===== config.mk =====
export PLATFORM = sky130hd
export DESIGN_NAME = uart_loopback_ctrl
export DESIGN_NICKNAME = d
export VERILOG_FILES = /design/src/rtl/uart_pkg.sv /design/src/rtl/uart_sync_fifo.sv /design/src/rtl/uart_loopback_ctrl.sv
export SDC_FILE = /design/constraint.sdc
export NUM_CORES = 1
export LEC_CHECK = 0
export CORE_ASPECT_RATIO = 2
export CORE_MARGIN = 2
export CORE_UTILIZATION = 28
export DETAILED_ROUTE_END_ITERATION = 12
export GPL_TIMING_DRIVEN = 0
export HOLD_SLACK_MARGIN = 0.1
export SYNTH_ARGS = -nofsm -noshare
export SYNTH_HDL_FRONTEND = slang
export SYNTH_HIERARCHICAL = 1
export SYNTH_SLANG_ARGS = --single-unit

===== constraint.sdc =====
create_clock -name clk -period 7.5 [get_ports clk]
set_clock_uncertainty 0.2 [all_clocks]
set_input_delay 1.125 -clock clk [delete_from_list [all_inputs] [get_ports clk]]
set_output_delay 1.125 -clock clk [all_outputs]
set_load 0.03 [all_outputs]

===== src/rtl/uart_pkg.sv =====
// uart_pkg: mode and TX state encodings, LED polarity and a width helper for the loopback controller
package uart_pkg;

    typedef enum logic [1:0] {
        MODE_ECHO      = 2'b00,
        MODE_ECHO_ALL  = 2'b01,
        MODE_HOLD      = 2'b10,
        MODE_CASE_SWAP = 2'b11
    } mode_t;

    typedef enum logic [1:0] {
        S_IDLE  = 2'b00,
        S_START = 2'b01,
        S_BUSY  = 2'b10
    } tx_state_t;

    localparam logic LED_ON = 1'b0;

    function automatic int clog2(input int v);
        int r;
        r = 0;
        while ((1 << r) < v) r++;
        return (r < 1) ? 1 : r;
    endfunction

endpackage


===== src/rtl/uart_sync_fifo.sv =====
// uart_sync_fifo: single-clock FIFO with registered storage, wrapping pointers and occupancy count
module uart_sync_fifo import uart_pkg::*; #(
    parameter int DATA_W = 8,
    parameter int DEPTH  = 16
) (
    input  logic                  clk,
    input  logic                  rst_n,
    input  logic                  push,
    input  logic [DATA_W-1:0]     push_data,
    input  logic                  pop,
    output logic [DATA_W-1:0]     head,
    output logic                  full,
    output logic                  empty,
    output logic [clog2(DEPTH):0] level
);
    localparam int AW = clog2(DEPTH);

    logic [DATA_W-1:0] mem [DEPTH];
    logic [AW-1:0]     wr_ptr, rd_ptr;
    logic              do_push, do_pop;

    assign full    = level == (AW + 1)'(DEPTH);
    assign empty   = level == '0;
    assign do_pop  = pop && !empty;
    // A full FIFO still accepts a push when the head leaves in the same cycle
    assign do_push = push && (!full || do_pop);
    assign head    = mem[rd_ptr];

    always_ff @(posedge clk)
        if (do_push) mem[wr_ptr] <= push_data;

    always_ff @(posedge clk or negedge rst_n)
        if (!rst_n) begin
            wr_ptr <= '0;
            rd_ptr <= '0;
            level  <= '0;
        end else begin
            wr_ptr <= wr_ptr + AW'(do_push);
            rd_ptr <= rd_ptr + AW'(do_pop);
            level  <= level + (AW + 1)'(do_push) - (AW + 1)'(do_pop);
        end

endmodule


===== src/rtl/uart_loopback_ctrl.sv =====
// uart_loopback_ctrl: buffered uart_rx -> uart_tx bridge with selectable echo modes, error counters and board LEDs
module uart_loopback_ctrl import uart_pkg::*; #(
    parameter int DATA_W      = 8,
    parameter int DEPTH       = 16,
    parameter int CLK_FREQ    = 27_000_000,
    parameter int HEART_HZ    = 1,
    parameter int STRETCH_CYC = 1_350_000,
    parameter int CNT_W       = 8
) (
    input  logic                  clk,
    input  logic                  rst_n,
    input  logic [1:0]            mode,
    input  logic                  err_clear,
    input  logic                  rx_done,
    input  logic [DATA_W-1:0]     rx_data,
    input  logic                  rx_parity_err,
    input  logic                  rx_framing_err,
    output logic                  rx_ack,
    output logic [DATA_W-1:0]     tx_data,
    output logic                  tx_valid,
    input  logic                  tx_ready,
    output logic [clog2(DEPTH):0] fifo_level,
    output logic [CNT_W-1:0]      overflow_cnt,
    output logic [CNT_W-1:0]      parity_cnt,
    output logic [CNT_W-1:0]      framing_cnt,
    output logic                  led_heart,
    output logic                  led_rx,
    output logic                  led_tx,
    output logic                  led_err
);
    localparam int HALF = CLK_FREQ / (2 * HEART_HZ);
    localparam int HW   = clog2(HALF);
    localparam int SW   = clog2(STRETCH_CYC + 1);
    localparam logic [CNT_W-1:0] CNT_MAX = '1;

    tx_state_t         state, state_nxt;
    logic [1:0]        start_cnt;
    logic              issue, full, empty, rx_err, push, overflow, alpha, err_latch;
    logic [DATA_W-1:0] push_data, head;
    logic [SW-1:0]     rx_cnt, tx_cnt;
    logic [HW-1:0]     heart_cnt;

    function automatic logic [CNT_W-1:0] cnt_next(input logic [CNT_W-1:0] c, input logic inc, input logic clr);
        return clr ? CNT_W'(inc) : c + CNT_W'(inc && c != CNT_MAX);
    endfunction

    assign rx_err    = rx_parity_err || rx_framing_err;
    assign push      = rx_done && (mode == MODE_ECHO_ALL || mode == MODE_HOLD || !rx_err);
    assign alpha     = DATA_W == 8 &&
                       ((rx_data >= DATA_W'(8'h41) && rx_data <= DATA_W'(8'h5A)) ||
                        (rx_data >= DATA_W'(8'h61) && rx_data <= DATA_W'(8'h7A)));
    assign push_data = (mode == MODE_CASE_SWAP && alpha) ? rx_data ^ DATA_W'(8'h20) : rx_data;
    assign overflow  = push && full && !issue;

    uart_sync_fifo #(.DATA_W(DATA_W), .DEPTH(DEPTH)) u_fifo (
        .clk      (clk),
        .rst_n    (rst_n),
        .push     (push),
        .push_data(push_data),
        .pop      (issue),
        .head     (head),
        .full     (full),
        .empty    (empty),
        .level    (fifo_level)
    );

    // start_cnt measures cycles since the tx_valid pulse so an ignored start times out
    always_ff @(posedge clk or negedge rst_n)
        if (!rst_n) begin
            state     <= S_IDLE;
            start_cnt <= '0;
        end else begin
            state     <= state_nxt;
            start_cnt <= (state == S_START) ? start_cnt + 2'd1 : 2'd0;
        end

    always_comb begin
        state_nxt = state;
        case (state)
            S_IDLE:  state_nxt = issue ? S_START : S_IDLE;
            S_START: state_nxt = !tx_ready ? S_BUSY : (start_cnt == 2'd2 ? S_IDLE : S_START);
            S_BUSY:  state_nxt = tx_ready ? S_IDLE : S_BUSY;
            default: state_nxt = S_IDLE;
        endcase
    end

    always_comb issue = state == S_IDLE && !empty && tx_ready && mode != MODE_HOLD;

    always_ff @(posedge clk or negedge rst_n)
        if (!rst_n) begin
            rx_ack       <= 1'b0;
            tx_valid     <= 1'b0;
            tx_data      <= '0;
            overflow_cnt <= '0;
            parity_cnt   <= '0;
            framing_cnt  <= '0;
            err_latch    <= 1'b0;
            rx_cnt       <= '0;
            tx_cnt       <= '0;
            heart_cnt    <= '0;
            led_heart    <= 1'b0;
        end else begin
            rx_ack       <= rx_done;
            tx_valid     <= issue;
            if (issue) tx_data <= head;
            overflow_cnt <= cnt_next(overflow_cnt, overflow, err_clear);
            parity_cnt   <= cnt_next(parity_cnt, rx_done && rx_parity_err, err_clear);
            framing_cnt  <= cnt_next(framing_cnt, rx_done && rx_framing_err, err_clear);
            err_latch    <= (err_latch && !err_clear) || (rx_done && rx_err);
            rx_cnt       <= rx_done ? SW'(STRETCH_CYC) : rx_cnt - SW'(rx_cnt != '0);
            tx_cnt       <= tx_valid ? SW'(STRETCH_CYC) : tx_cnt - SW'(tx_cnt != '0);
            heart_cnt    <= (heart_cnt == HW'(HALF - 1)) ? '0 : heart_cnt + HW'(1);
            led_heart    <= led_heart ^ (heart_cnt == HW'(HALF - 1));
        end

    assign led_rx  = (rx_cnt != '0) ? LED_ON : ~LED_ON;
    assign led_tx  = (tx_cnt != '0) ? LED_ON : ~LED_ON;
    assign led_err = err_latch ? LED_ON : ~LED_ON;

endmodule


==> impl_metrics.toml, run 1 <==
[clocking]
ctsHtreeMaxLevel = 1
cts_hold_buf = 0
clock_path_buffers = 3
numCtsBuffers = 22
path_clk_slew_ns = 0.07
cts_tree = "done"
cts_resized = 0
cts_sinks = 247
postCtsSetupBuffers = 0
root_buffer = "clkbuf_16"
clock_latency_ns = 0.53

[sta]
layout_min_cycle_time_ns = 4.39
fin_crit_sh_pct = 58.5
worst-slew-pin-transition_ns = 1.36
setup_viol = 0
rsz0062_at_grt = "false"
relSlewSlack_pct = 8.94
hold_viol = 0
setup_tns_ns = 0
maxSlewViolCount = 0
fmax_mhz = 228

[drt]
drt_iter0_markers = 383
route.detailed.drc = 0
first_pass_iters = 6
wl_mm = 24.3
ant_nets = 0
num_vias = 6652
detail_route.wl_per_cell_um = 17.5
viasPerCell = 4.79

[logic_synthesis]
synthMuxAreaShare_pct = 8.26
synthArstFlopShare_pct = 48.2
yosysTopAreaCell = "edfxtp_1"
synth_ff_type = "edfxtp_1"
syn_area_mm2 = 0.0108
synth_nets = 817
ys_warn_count = 6
synth_compound_area_share_pct = 5.04
synth.top_cell.area_share_pct = 35.6
ys_top_cells_by_count = "edfxtp_1, dfrtp_1, nor2_1, nand2_1, xor2_1"
synthAdderAreaFrac_pct = 2.85
synth_seq_area_share_pct = 63.2
yosys_register_bits = 247
yosys.area_share.simple_pct = 13.7
synth_area_per_cell_um2 = 13.9
synth_top_family_by_area = "simple AND/OR/NAND/NOR gates"
synth_xor_area_share_pct = 4.54
synth_most_common_cell = "edfxtp_1"
syn_inst = 776
ys_types = 60
synth_edf_count = 128
synthTopCellsByArea = "edfxtp_1, dfrtp_1, mux4_1"

[pwr]
p_leak_nw = 4.67
switching_share_pct = 30.9
p_seq_share_pct = 42.7
power_density_mw_per_mm2 = 307
peakVddDrop_uv = 133
pwr-share-comb_pct = 27.1
p_int_mw = 2.72
power.net_switching_mw = 1.21
clock_power_share_pct = 30.2

[worst_setup_path]
cp-end-kind = "primary output"
start_kind = "register"
criticalPathCategory = "register to primary output"
required_ns = 6.17
arrival_ns = 3.07
critical_path.max_fanout = 10

[grt]
grt_max_degree = 92
antenna_found_initial = 0
grt_pass1_vias = 6974
grt_usage_pct = 12.3
grt_overflow = 0
grt_pass1_wl_mm = 38.4

[place]
dpl-instance-area_mm2 = 0.0121
dpl.hpwl_mm = 17.1
gp_congestion = 0.784
io_buffers = 58

[floorplanning]
fp-row-count = 101
die_area_mm2 = 0.0403
fp.dieH_um = 282
initial_core_util_pct = 28.4
die_w_um = 143
io_pins = 60
core-area_mm2 = 0.0380

[cells_and_area]
design_area_mm2 = 0.0128
areaGrowthSynthToFinish_pct = 18.6
layout-drive-gt1-share_pct = 9.83
nets = 900
fill_cells = 3697
n_antenna_cell = 0

[min_path]
worstHoldPathType = "register to register"

[flow_run]
drv_cap = 0

[run_status]
status = "finished clean"
per-layer routing:
metal  track usage [%]  vias to the layer above  share of wire, %
li1                  -                     3087                 -
met1              12.9                     3359                37
met2              23.8                      158                56
met3              1.90                       48               4.1
met4              5.46                        0               3.7
met5                 0                        -                 0
sequential cells by signal, indices dropped and copies added, names as in the netlist:
signal         count
heart_cnt         24
tx_cnt            21
led_heart          1
state              2
tx_valid           1
rx_cnt            21
err_latch          1
start_cnt          2
u_fifo/mem       128
u_fifo/rd_ptr      4
framing_cnt        8
tx_data            8
rx_ack             1
u_fifo/wr_ptr      4
u_fifo/level       5
overflow_cnt       8
parity_cnt         8
final timing paths:
| kind | from | end | slack [ns] | cells after the start |
|---|---|---|---|---|
| worst max register to register | u_fifo/level[2]$_DFF_PN0_ | u_fifo/mem[1][3]$_DFFE_PP_ | 3.51 | 10 |
| worst max-delay path | tx_cnt[9]$_DFF_PN0_ | led_tx | 3.11 | 6 |
| min in group asynchronous | rst_n | led_heart$_DFF_PN0_ | 0.27 | 1 |
| worst min-delay path | start_cnt[0]$_DFF_PN0_ | start_cnt[0]$_DFF_PN0_ | 0.24 | 1 |
| worst min register to register | start_cnt[0]$_DFF_PN0_ | start_cnt[0]$_DFF_PN0_ | 0.24 | 1 |
| max in group asynchronous | rst_n | u_fifo/wr_ptr[2]$_DFF_PN0_ | 6.04 | 2 |
placed cells by master, fill, tap and decap left out, types with 5 or more instances in the layout:
| cell type | instances |
|---|---|
| a21oi_1 | 28 |
| a22oi_1 | 16 |
| and3_1 | 5 |
| and4_1 | 7 |
| clkbuf_1 | 15 |
| clkbuf_16 | 23 |
| clkdlybuf4s50_1 | 57 |
| clkinv_2 | 5 |
| dfrtp_1 | 119 |
| edfxtp_1 | 128 |
| ha_1 | 23 |
| inv_1 | 26 |
| mux2_2 | 8 |
| mux4_1 | 16 |
| mux4_2 | 16 |
| nand2_1 | 38 |
| nand2b_1 | 10 |
| nand3_1 | 33 |
| nand4_1 | 19 |
| nor2_1 | 65 |
| nor2b_1 | 8 |
| nor3_1 | 13 |
| nor4_1 | 9 |
| o21ai_0 | 20 |
| o31ai_1 | 10 |
| or3_1 | 18 |
| or4_1 | 14 |
| xnor2_1 | 22 |
| xor2_1 | 34 |
cell type report:
cell class	instances	area, µm²	area share [%]
repair buffers	59	609	4.76
flip-flops and latches	247	6820	53.2
clock buffers	25	583	4.55
inverters	26	97.6	0.762
multi-input cells	477	3720	29.0
clock inverters	15	169	1.32
plain buffers	26	166	1.30
well taps	515	644	5.03
per-stage QoR:
step           hold slack [ns]  total power [mW]  instances  utilization (%)  worst slack [ns]
2_1_floorplan            0.203              2.41        776                -              4.01
6_report                 0.243              3.93       1390             33.7              3.11
3_5_place_dp             0.246              2.78       1350             31.7              2.53
5_1_grt                  0.262              4.12       1390             33.7              2.85
4_1_cts                  0.255              3.99       1390             33.7              3.08
3_3_place_gp             0.214              2.76       1349             31.6            0.0466
cell families after synthesis:
family,count (synthesis)
and+or+nand+nor,268
buffers and inverters,52
DFF,247
adders and majority gates,24
AOI/OAI and AO/OA,87
muxes,42
xor gates and xnor gates,56
power groups by stage:
stage / combinational [mW] / sequential (mW) / clock [mW]
floorplan: 0.649 / 1.76 / 0
global placement: 1.06 / 1.70 / 0
detailed placement: 1.08 / 1.71 / 0
CTS: 1.08 / 1.68 / 1.22
global route: 1.16 / 1.69 / 1.27
finish: 1.07 / 1.68 / 1.19
worst max-delay path, stage by stage (launching register included):
cell,delay (ns)
dfrtp_1,0.44
nor4_2,0.43
nand4b_1,0.21
clkbuf_1,0.24
or3_1,0.47
inv_1,0.09
clkdlybuf4s50_1,0.66
(Power assumes the default switching activity.)
==> inputs of run 2 (changes only) <==
==> constraint.sdc (replaced) <==
create_clock -name clk -period 3.5 [get_ports clk]
set_clock_uncertainty 0.2 [all_clocks]
set_input_delay 0.525 -clock clk [delete_from_list [all_inputs] [get_ports clk]]
set_output_delay 0.525 -clock clk [all_outputs]
set_load 0.03 [all_outputs]
==> impl_metrics.toml, run 2 (synthesis gave the netlist of run 1 again) <==
[flow_run]
drv_cap = 0

[drt]
first_pass_iters = 4
drt_iter0_markers = 419
viasPerCell = 4.79
ant_nets = 0
wl_mm = 24.6
detail_route.wl_per_cell_um = 17.6
route.detailed.drc = 0
num_vias = 6704

[sta]
fmax_mhz = 306
rsz0062_at_grt = "false"
layout_min_cycle_time_ns = 3.27
setup_viol = 0
maxSlewViolCount = 0
relSlewSlack_pct = 22.4
setup_tns_ns = 0
finalWorstSetupSlack_ns = 0.229
fin_crit_sh_pct = 93.4
worst-slew-pin-transition_ns = 1.16
hold_viol = 0

[cells_and_area]
layout-drive-gt1-share_pct = 13.1
top_register = "u_fifo/mem"
final_cell_mix = "edfxtp_1, dfrtp_1, clkdlybuf4s50_1"
n_antenna_cell = 0
nets = 910
areaGrowthSynthToFinish_pct = 21.1
final_common_cell = "edfxtp_1"
largest_reg_flops = 128
largest_registers = "u_fifo/mem x128, heart_cnt x24"

[worst_setup_path]
arrival_ns = 3.31
critical_path.max_fanout = 12
crit_chain = "inv_1 > ha_1 > nor4b_2 > nor4_1 > nand2_2 > inv_2 > o21a_1 > nand3b_1 > nor3_4 > buf_12"
crit_slowest_cell = "dfrtp_1"
critPathTopFamily = "simple AND/OR/NAND/NOR gates"
regToRegSetupSlack_ns = 0.23
criticalPathCategory = "register to register"
required_ns = 3.54
cp_num_buf_inv = 3
start_kind = "register"
cp-end-kind = "register"
max_stage_delay_ns = 0.39

[pwr]
peakVddDrop_uv = 287
p_seq_share_pct = 42.0
power_density_mw_per_mm2 = 654
power.net_switching_mw = 2.70
p_leak_nw = 4.76
pwr-share-comb_pct = 28.2
p_int_mw = 5.86
switching_share_pct = 31.6
clock_power_share_pct = 29.8

[grt]
grt_pass1_wl_mm = 38.6
antenna_found_initial = 0
grt_max_degree = 92
grt_usage_pct = 12.4
grt_overflow = 0
grt_pass1_vias = 6972

[clocking]
clock_latency_ns = 0.53
root_buffer = "clkbuf_16"
path_clk_slew_ns = 0.07
numCtsBuffers = 22
cts_sinks = 247
clock_path_buffers = 3
cts_tree = "done"
ctsHtreeMaxLevel = 1

[floorplanning]
fp.dieH_um = 282
die_area_mm2 = 0.0403
fp-row-count = 101
io_pins = 60
die_w_um = 143
initial_core_util_pct = 28.4
core-area_mm2 = 0.0380

[place]
gp_congestion = 0.784
dpl.hpwl_mm = 17.1
io_buffers = 58
dp_slack_ns = -0.868

[run_status]
status = "finished clean"

[min_path]
worstHoldPathType = "input port to register"
[run 2: cell count changes in the layout (fill, tap and decap cells not counted), sizes merged]
cell           previous run  this run
clkdlybuf4s50            57        55
clkbuf                   38        39
dlygate4sd3               0         1
buf                      12        22
[run 2: layout make-up]
cell class | instances | area, µm²
Fill cell | 3657 | 25000
Sequential cell | 247 | 6820
Multi-Input combinational cell | 477 | 3850
Timing Repair Buffer | 70 | 747
Tap cell | 515 | 644
Clock buffer | 25 | 583
Clock inverter | 15 | 169
Buffer | 25 | 163
Inverter | 26 | 97.6
[run 2: layer usage]
metal	part of all wire [%]	GRT usage (%)	up-vias	wire length [µm]
li1	-	-	3115	-
met1	37	13.1	3419	9090
met2	56	23.8	126	13800
met3	3.3	1.82	44	821
met4	3.6	5.53	0	892
met5	0	0	-	0
[run 2: final timing paths]
path                                           start                         end  cells past startpoint
max in group asynchronous                      rst_n      tx_data[4]$_DFFE_PN0N_                      3
min reg2reg                   start_cnt[0]$_DFF_PN0_      start_cnt[0]$_DFF_PN0_                      1
min                                        err_clear    framing_cnt[1]$_DFF_PN0_                      2
max                        u_fifo/level[2]$_DFF_PN0_  u_fifo/mem[2][4]$_DFFE_PP_                     10
min in group asynchronous                      rst_n         led_heart$_DFF_PN0_                      2
max reg2reg                u_fifo/level[2]$_DFF_PN0_  u_fifo/mem[2][4]$_DFFE_PP_                     10
[run 2: per-stage QoR]
stage	util (%)	instance area (µm²)	cells	hold WS, ns	power [mW]
detailed placement	31.7	12100	1350	0.229	5.97
global route	34.4	13100	1400	0.236	8.97
global placement	31.6	12000	1349	0.214	5.91
floorplan	-	10800	776	0.0294	5.16
finish	34.4	13100	1400	0.211	8.56
CTS	33.8	12900	1390	0.196	8.57
[run 2: power groups by stage]
stage | logic (mW) | registers, mW | clock network [mW]
2_1_floorplan | 1.39 | 3.77 | 0
3_3_place_gp | 2.27 | 3.64 | 0
3_5_place_dp | 2.31 | 3.65 | 0
4_1_cts | 2.36 | 3.60 | 2.62
5_1_grt | 2.62 | 3.63 | 2.72
6_report | 2.41 | 3.60 | 2.55
[run 2: what timing repair did]
item / in CTS / in global routing
endpoints found under the hold margin: 28 / 0
setup buffers: 0 / 10
setup endpoints to repair: 131 / 132
hold buffers: 1 / 0
pin swaps: 0 / 8
resized for setup: 17 / 22
==> inputs of run 3 (changes only) <==
--- a/config.mk
+++ b/config.mk
@@ -13,5 +13,4 @@
 export HOLD_SLACK_MARGIN = 0.1
 export SYNTH_ARGS = -nofsm -noshare
 export SYNTH_HDL_FRONTEND = slang
-export SYNTH_HIERARCHICAL = 1
 export SYNTH_SLANG_ARGS = --single-unit
==> impl_metrics.toml, run 3 <==
[logic_synthesis]
syn_inst = 772
synth_top_family_by_area = "simple AND/OR/NAND/NOR gates"
yosysTopAreaCell = "edfxtp_1"
synth.top_cell.area_share_pct = 36.2
synth_area_per_cell_um2 = 13.8
synth_edf_count = 128
yosys_register_bits = 247
ys_types = 49
synthAdderAreaFrac_pct = 2.78
syn_area_mm2 = 0.0106
ys_top_cells_by_count = "edfxtp_1, dfrtp_1, nor2_1, mux4_2"
synthTopCellsByArea = "edfxtp_1, dfrtp_1, mux4_2"
synth_most_common_cell = "edfxtp_1"
synth_ff_type = "edfxtp_1"
synth_xor_area_share_pct = 4.70
synthMuxAreaShare_pct = 7.81
synthArstFlopShare_pct = 48.2
synth_seq_area_share_pct = 64.2
synth_compound_area_share_pct = 5.11
synth_nets = 812
yosys.area_share.simple_pct = 13.6
ys_warn_count = 0

[clocking]
root_buffer = "clkbuf_16"
clock_path_buffers = 3
numCtsBuffers = 26
cts_sinks = 247
path_clk_slew_ns = 0.07
clock_latency_ns = 0.55
cts_tree = "done"
ctsHtreeMaxLevel = 1

[cells_and_area]
n_antenna_cell = 0
final_common_cell = "edfxtp_1"
areaGrowthSynthToFinish_pct = 19.6
final_cell_mix = "edfxtp_1, dfrtp_1, nor2_1"
multiInputGateArea_mm2 = 0.00370
fill_cells = 3663
layout-drive-gt1-share_pct = 12.2
nets = 899
finish.utilization_pct = 33.8
largest_reg_flops = 128
top_register = "u_fifo.mem"
register_area_mm2 = 0.00682
largest_registers = "u_fifo.mem x128, heart_cnt x24"

[sta]
setup_viol = 0
layout_min_cycle_time_ns = 3.36
rsz0062_at_grt = "false"
relSlewSlack_pct = 15.2
finalWorstSetupSlack_ns = 0.144
worst-slew-pin-transition_ns = 1.26
fmax_mhz = 298
maxSlewViolCount = 0
hold_viol = 0
fin_crit_sh_pct = 95.9

[grt]
antenna_found_initial = 0
grt_pass1_vias = 6708
grt_max_degree = 98
grt_overflow = 0
grt_pass1_wl_mm = 37.4
grt_usage_pct = 11.9

[worst_setup_path]
regToRegSetupSlack_ns = 0.23
crit_path_end = "u_fifo.mem[4][0]$_DFFE_PP_"
rr_startpoint = "u_fifo.level[2]$_DFF_PN0_"
r2r_cells = 15
start_kind = "input port"
critical_path.max_fanout = 8
cp-end-kind = "register"
worstSetupStartpoint = "mode[0]"
arrival_ns = 3.33
r2r-end = "u_fifo.level[4]$_DFF_PN0_"
criticalPathCategory = "input port to register"
required_ns = 3.47

[pwr]
power_mw = 8.39
power_density_mw_per_mm2 = 659
p_leak_nw = 4.55
peakVddDrop_uv = 537

[drt]
detail_route.wl_per_cell_um = 17.2
wl_mm = 23.1
num_vias = 6611
viasPerCell = 4.93
route.detailed.drc = 0
drt_iter0_markers = 395
ant_nets = 0
first_pass_iters = 4

[floorplanning]
die_w_um = 142
fp.dieH_um = 280
core-area_mm2 = 0.0377
initial_core_util_pct = 28.2
io_pins = 60
fp-row-count = 101
die_area_mm2 = 0.0396

[flow_run]
drv_cap = 0

[run_status]
status = "finished clean"

[place]
io_buffers = 58
dpl.hpwl_mm = 15.3
dp_slack_ns = -1.08
gp_congestion = 0.762

[min_path]
worstHoldPathType = "input port to async pin"
-- run 3: cell count changes after synthesis, moves of 5 or more --
cell / delta
mux2i_1: +10
or2_2: +5
and4_1: -5
mux2_2: -8
inv_1: -6
mux4_2: +16
a22oi_1: -16
clkbuf_1: +8
mux4_1: -16
o22ai_1: +8
nand2_1: -7
a221oi_1: +8
a21oi_1: -6
-- run 3: area by class of cell --
type                            instances  share of cell area [%]
Timing Repair Buffer                   60                    4.82
Clock buffer                           40                    5.84
Buffer                                 29                   0.974
Clock inverter                          7                   0.453
Sequential cell                       247                    53.6
Multi-Input combinational cell        475                    29.1
Tap cell                              463                    4.55
Inverter                               20                   0.590
-- run 3: layer usage --
| layer | track usage, % | vias up | wire length, µm |
|---|---|---|---|
| met5 | 0 | - | 0 |
| met1 | 16.3 | 3380 | 10500 |
| met2 | 19.3 | 128 | 11100 |
| li1 | - | 3074 | - |
| met3 | 1.76 | 29 | 958 |
| met4 | 3.64 | 0 | 485 |
-- run 3: cell families after synthesis --
kind of cell,Yosys count
flip-flops,247
AND/OR/NAND/NOR,266
multiplexers,43
buffers and inverters,50
adder cells (fa/ha/maj),23
AO/OA/AOI/OAI,86
XOR/XNOR,57
-- run 3: where the power goes --
group	total (mW)	switching, mW	leakage [nW]	internal [mW]
logic	2.19	1.24	1.52	0.942
clock network	2.61	1.14	0.388	1.47
registers	3.59	0.218	2.64	3.37
-- run 3: worst max-delay path: stages --
cell and delay (ns):
clkdlybuf4s50_1 0.48, inv_1 0.05, ha_1 0.25, nor4b_4 0.39, o311a_1 0.42, or3b_2 0.54
nor2_1 0.66
-- run 3: repair_timing --
action	in CTS	in global routing
endpoints found under the setup margin	39	7
hold buffers	1	0
gates resized for setup	18	11
pin swaps	0	2
hold endpoints to repair	119	0
buffers inserted	0	0
-- run 3: worst min-delay path by stage --
stage	cells after the start	from	slack [ns]	to
2_1_floorplan	0	rst_n	0.03	err_latch$_DFF_PN0_
3_3_place_gp	1	start_cnt[0]$_DFF_PN0_	0.22	start_cnt[0]$_DFF_PN0_
3_5_place_dp	1	rst_n	0.20	heart_cnt[20]$_DFF_PN0_
4_1_cts	2	rst_n	0.18	tx_cnt[20]$_DFF_PN0_
5_1_grt	2	rst_n	0.22	tx_cnt[5]$_DFF_PN0_
6_report	2	rst_n	0.19	tx_cnt[4]$_DFF_PN0_
-- run 3: stage by stage --
| stage | setup TNS [ns] | cell area, µm² | hold slack [ns] | cells |
|---|---|---|---|---|
| floorplan | 0 | 10600 | 0.0294 | 772 |
| global placement | -416.69 | 11800 | 0.220 | 1293 |
| detailed placement | -62.92 | 11800 | 0.198 | 1294 |
| CTS | 0 | 12700 | 0.180 | 1342 |
| global route | 0 | 12700 | 0.219 | 1341 |
| finish | 0 | 12700 | 0.192 | 1341 |
